[config.mk]
export PLATFORM = sky130hd
export DESIGN_NAME = aes_round_sequencer
export DESIGN_NICKNAME = d
export VERILOG_FILES = /design/src/rtl/aes_round_sequencer.sv
export SDC_FILE = /design/constraint.sdc
export NUM_CORES = 1
export LEC_CHECK = 0
export BUFFER_PORTS_ARGS = -buffer_cell sky130_fd_sc_hd__buf_2
export CAP_MARGIN = 10
export CORE_AREA = 3 3 350 352
export DETAILED_ROUTE_END_ITERATION = 7
export DIE_AREA = 0 0 353 355
export HOLD_SLACK_MARGIN = 0.06
export PLACE_DENSITY = 0.45
export SYNTH_ARGS = -nofsm -noshare
export SYNTH_HDL_FRONTEND = slang
export SYNTH_SLANG_ARGS = --single-unit
[constraint.sdc]
create_clock -name clock -period 17.3 [get_ports clock]
set_input_delay 1.73 -clock clock [delete_from_list [all_inputs] [get_ports clock]]
set_output_delay 1.73 -clock clock [all_outputs]
set_load 0.03 [all_outputs]
[src/rtl/aes_round_sequencer.sv]
// Iterative AES-128 round controller: does the initial AddRoundKey, drives one shared
// round datapath NR times with a fixed-latency capture, then hands back the ciphertext.
module aes_round_sequencer #(
    parameter int NR        = 10,
    parameter int ROUND_LAT = 2,
    parameter int W         = 128
) (
    input  logic         clock,
    input  logic         rst,
    input  logic         in_valid,
    output logic         in_ready,
    input  logic [W-1:0] in_pt,
    input  logic [W-1:0] in_key,
    output logic         out_valid,
    input  logic         out_ready,
    output logic [W-1:0] out_ct,
    output logic         busy,
    output logic         rnd_issue,
    output logic [W-1:0] rnd_din,
    output logic [W-1:0] rnd_kin,
    output logic [3:0]   rnd_count,
    output logic         rnd_last,
    input  logic [W-1:0] rnd_dout,
    input  logic [W-1:0] rnd_kout
);

    // state | meaning
    // IDLE  | waiting for a plaintext/key pair
    // ISSUE | one-cycle strobe of the current round into the datapath
    // WAIT  | counting out datapath latency, capture on the last count
    // OUT   | ciphertext presented until the consumer takes it
    localparam logic [1:0] S_IDLE  = 2'd0;
    localparam logic [1:0] S_ISSUE = 2'd1;
    localparam logic [1:0] S_WAIT  = 2'd2;
    localparam logic [1:0] S_OUT   = 2'd3;

    localparam logic [3:0] NR_C  = 4'(NR);
    localparam logic [3:0] LAT_C = 4'(ROUND_LAT);

    logic [1:0]   fsm_q, fsm_d;
    logic         armed_q;
    logic [W-1:0] state_q, state_d;
    logic [W-1:0] key_q, key_d;
    logic [W-1:0] ct_q, ct_d;
    logic [3:0]   round_q, round_d;
    logic [3:0]   wait_q, wait_d;

    always_comb begin
        fsm_d   = fsm_q;
        state_d = state_q;
        key_d   = key_q;
        ct_d    = ct_q;
        round_d = round_q;
        wait_d  = wait_q;
        case (fsm_q)
            S_IDLE: begin
                if (in_valid && armed_q) begin
                    state_d = in_pt ^ in_key;
                    key_d   = in_key;
                    round_d = 4'd1;
                    fsm_d   = S_ISSUE;
                end
            end
            S_ISSUE: begin
                wait_d = LAT_C;
                fsm_d  = S_WAIT;
            end
            S_WAIT: begin
                // Datapath has no valid; the count reaching 1 marks the capture cycle.
                if (wait_q == 4'd1) begin
                    state_d = rnd_dout;
                    key_d   = rnd_kout;
                    if (round_q < NR_C) begin
                        round_d = round_q + 4'd1;
                        fsm_d   = S_ISSUE;
                    end else begin
                        ct_d  = rnd_dout;
                        fsm_d = S_OUT;
                    end
                end else begin
                    wait_d = wait_q - 4'd1;
                end
            end
            S_OUT: begin
                if (out_ready) fsm_d = S_IDLE;
            end
            default: fsm_d = S_IDLE;
        endcase
    end

    always_ff @(posedge clock or posedge rst) begin
        if (rst) begin
            fsm_q   <= S_IDLE;
            armed_q <= 1'b0;
            state_q <= '0;
            key_q   <= '0;
            ct_q    <= '0;
            round_q <= '0;
            wait_q  <= '0;
        end else begin
            fsm_q   <= fsm_d;
            armed_q <= 1'b1;
            state_q <= state_d;
            key_q   <= key_d;
            ct_q    <= ct_d;
            round_q <= round_d;
            wait_q  <= wait_d;
        end
    end

    // state_q/key_q only move at capture, so round inputs stay put through WAIT.
    assign in_ready  = (fsm_q == S_IDLE) && armed_q;
    assign busy      = (fsm_q != S_IDLE);
    assign out_valid = (fsm_q == S_OUT);
    assign out_ct    = ct_q;
    assign rnd_issue = (fsm_q == S_ISSUE);
    assign rnd_din   = state_q;
    assign rnd_kin   = key_q;
    assign rnd_count = round_q;
    assign rnd_last  = (round_q == NR_C);

endmodule

==> run summary <==
Crit-path leading delay family: buffers and inverters
Primary FF master, synth: dfrtp_1
CP Capture Point: rnd_kin[76]
Area share of the largest cell type after synthesis: 0.534
Reg2reg start: wait_q[1]
Port-buffer cells: 908
Critical Path RT: 17830 ps
Setup bufs post-CTS: 0
Fin Setup TNS: 0 ps
WL final: 89000 microns
Drt first pass iters: 5
Register-to-Register Path Depth: 8
Asr flop ratio synth: 1.00
Combinational fraction of design power: 0.478
Max cap viols: 0
Clk pin slew, worst setup/hold paths: 50 ps
Post-DP HPWL: 70100 microns
Worst Hold Depth: 2
Worst-path maximum fanout: 79
H-tree depth: 2
Die Width: 353 microns
Leakage: 12.8 nW
Finish-stage setup viols: 0
CTS sink cnt: 395
Largest net degree at the start of global routing: 96
CP endpoint kind: flop
CP dominant cell by count: buf_4
Max clock buf depth: 3
Core Rows: 127
Int Pwr: 0.00262 W
Synth Instances: 1861
FF-to-FF End: rnd_kin[76]
Final GP Congestion: 0.839
WHS: 473 ps
CP max stage delay: 800 ps
Top post-synthesis cells by area: dfrtp_1, mux2_4, nand2_1
Chip height: 355 microns
Num ports: 909
Final hold viol count: 0
Worst Setup SP: in_valid
Mapped cell area: 18500 sq um
Worst-margin pin slew: 1050 ps
Remaining antenna violation count: 0
Pins Over Slew Limit: 0
Clk_skew: 19.3 ps
First-pass GRT wire length: 124000 microns
Startpoint types: primary input
Slew margin rel.: 0.302
Drt wl/cell: 20.3 microns
Area grow syn2layout: 42.6%
Reg-to-reg slack, setup: 13470 ps
Switching Share: 0.475
Post-DR vias/cell: 3.85
CP cell instances: buf_2, a21o_1, o211a_4, buf_4, buf_4, nor2_1, a31oi_1
Max VDD drop: 0.000102 V
Overall Global Routing Usage: 0.135
Total grt overflow: 0
Post-synth EDFFs: 0
Via count: 16900
Post-synth top area cell: dfrtp_1
Initial antenna violation count: 32
CTS resizes: 0
CTS tree: yes
P per Cell Area: 189 nW/um^2
Run status: finished clean
CTS Hold Buffers Added: 0
Die Area: 125000 sq um
Placed inst area: 24500 sq um
F_max: 249 MHz
Final core utilization: 0.220
Design Area, Final: 26400 sq um
Nets: 3236
Min Tclk post-route: 4020 ps
Root Driver: clkbuf_16
Seq pwr share: 0.288
RSZ-0062 raised after global routing: no
Slowest CP cell: o211a_4
Seq/Total Area, Yosys: 0.534
Number of global-route vias before repair: 16900
Kind of critical path: primary input to flop
P_sw: 0.00237 W
Syn_nets: 2381
Drt drc: 0
Core ar.: 120000 sq um
Insertion delay of the later-clocked pin in the worst-skew pair: 620 ps
Crit path DAT: 4550 ps
Total clock buffers created by CTS: 51
CP Buf/Inv Count: 3
Yosys warning count: 0
Iter 0 DRT Violations: 732
Post-synthesis register bit count: 395
Starting density of the core: 0.155
Cell depth of the worst setup path: 7
Hold crit path type: flop to flop
Synth cell types: 37
Clock network power share: 0.234
Share of layout cells above drive strength 1: 0.420
Avg Inst Size Synth: 9.94 sq um
Final worst-path cycle share: 0.232
Highest-count cells in the layout ignoring fill and taps: buf_2, dfrtp_1, nand2_1, nor2_1
Pwr Total: 0.00499 W
Commonest non-fill, non-tap cell in the layout: buf_2
Fillers: 13400
-- final cells by class --
class	instances	area, sq um	share of cell area
tap	1612	2020	0.0765
antenna	9	22.5	0.000854
clock buffer	68	1430	0.0542
multi-input combinational	1329	7870	0.299
sequential	395	9880	0.375
timing repair buffer	931	4720	0.179
clock inverter	27	390	0.0148
inverter	8	37.5	0.00142
-- cell families (layout without fill, tap and decap cells) --
logic type	count (synthesis)	after routing	share of synthesized area
other	1	10	0.000203
adders and majority gates	4	4	0.00271
buffers and inverters	137	1034	0.0425
muxes	128	128	0.102
and+or+nand+nor	664	664	0.137
xor gates and xnor gates	130	130	0.0615
DFF	395	395	0.534
AOI/OAI and AO/OA	402	402	0.119
-- routing by layer --
layer,track usage,share of wire,up-vias
met5,0,0.00024,-
met4,0.0367,0.022,4
met3,0.0404,0.074,121
met2,0.229,0.49,640
met1,0.167,0.42,8156
li1,-,-,7946
-- per-stage QoR --
stage | setup WS, ps | std cells
after floorplan | 4590 | 1861
after CTS | 13270 | 4370
after global placement | 12590 | 4275
after detailed placement | 12590 | 4275
after global routing | 12990 | 4377
final | 13280 | 4379
-- worst min path at each step --
stage,from,endpoint,slack [ps]
after floorplan,wait_q[0],wait_q[0],510
after global placement,rnd_din[3],rnd_din[3],460
after detailed placement,rnd_din[119],rnd_din[119],460
after CTS,rnd_din[119],rnd_din[119],480
after global routing,rnd_din[90],rnd_din[90],500
final,rnd_din[119],rnd_din[119],470
-- flip-flops by register name (all words and copies together), names as in the netlist --
register and flops:
rnd_count 4, armed_q 1, out_ct 128, rnd_din 128, wait_q 4, rnd_kin 128
fsm_q 2
-- worst reg2reg max path, stage by stage, from the launching register on --
cell     delay [ps]
dfrtp_1         390
inv_1            80
ha_1            150
nor3b_2         540
o211a_4         860
buf_4           620
buf_4           750
nor2_1          190
a31oi_1         180
-- power by group through the flow --
stage / combinational (W) / clock (W) / sequential [W]
after detailed placement: 0.00244 / 0 / 0.00145
after global routing: 0.00261 / 0.00124 / 0.00148
final: 0.00238 / 0.00117 / 0.00144
after global placement: 0.00242 / 0 / 0.00145
after CTS: 0.00244 / 0.00122 / 0.00144
after floorplan: 0.00102 / 0 / 0.00203
-- synth_stat cells (2+ instances only) --
master,number
o21ai_1,111
a41oi_1,3
mux2_4,120
a31oi_1,130
a21oi_1,130
mux2_2,8
o31ai_1,2
buf_2,53
xnor2_1,129
nor2_1,259
ha_1,4
o21ai_0,22
inv_1,7
buf_4,7
nand3_1,4
buf_6,24
dfrtp_1,395
clkbuf_1,44
nand2_1,391
Note: power is estimated with default switching activity, not from simulation.
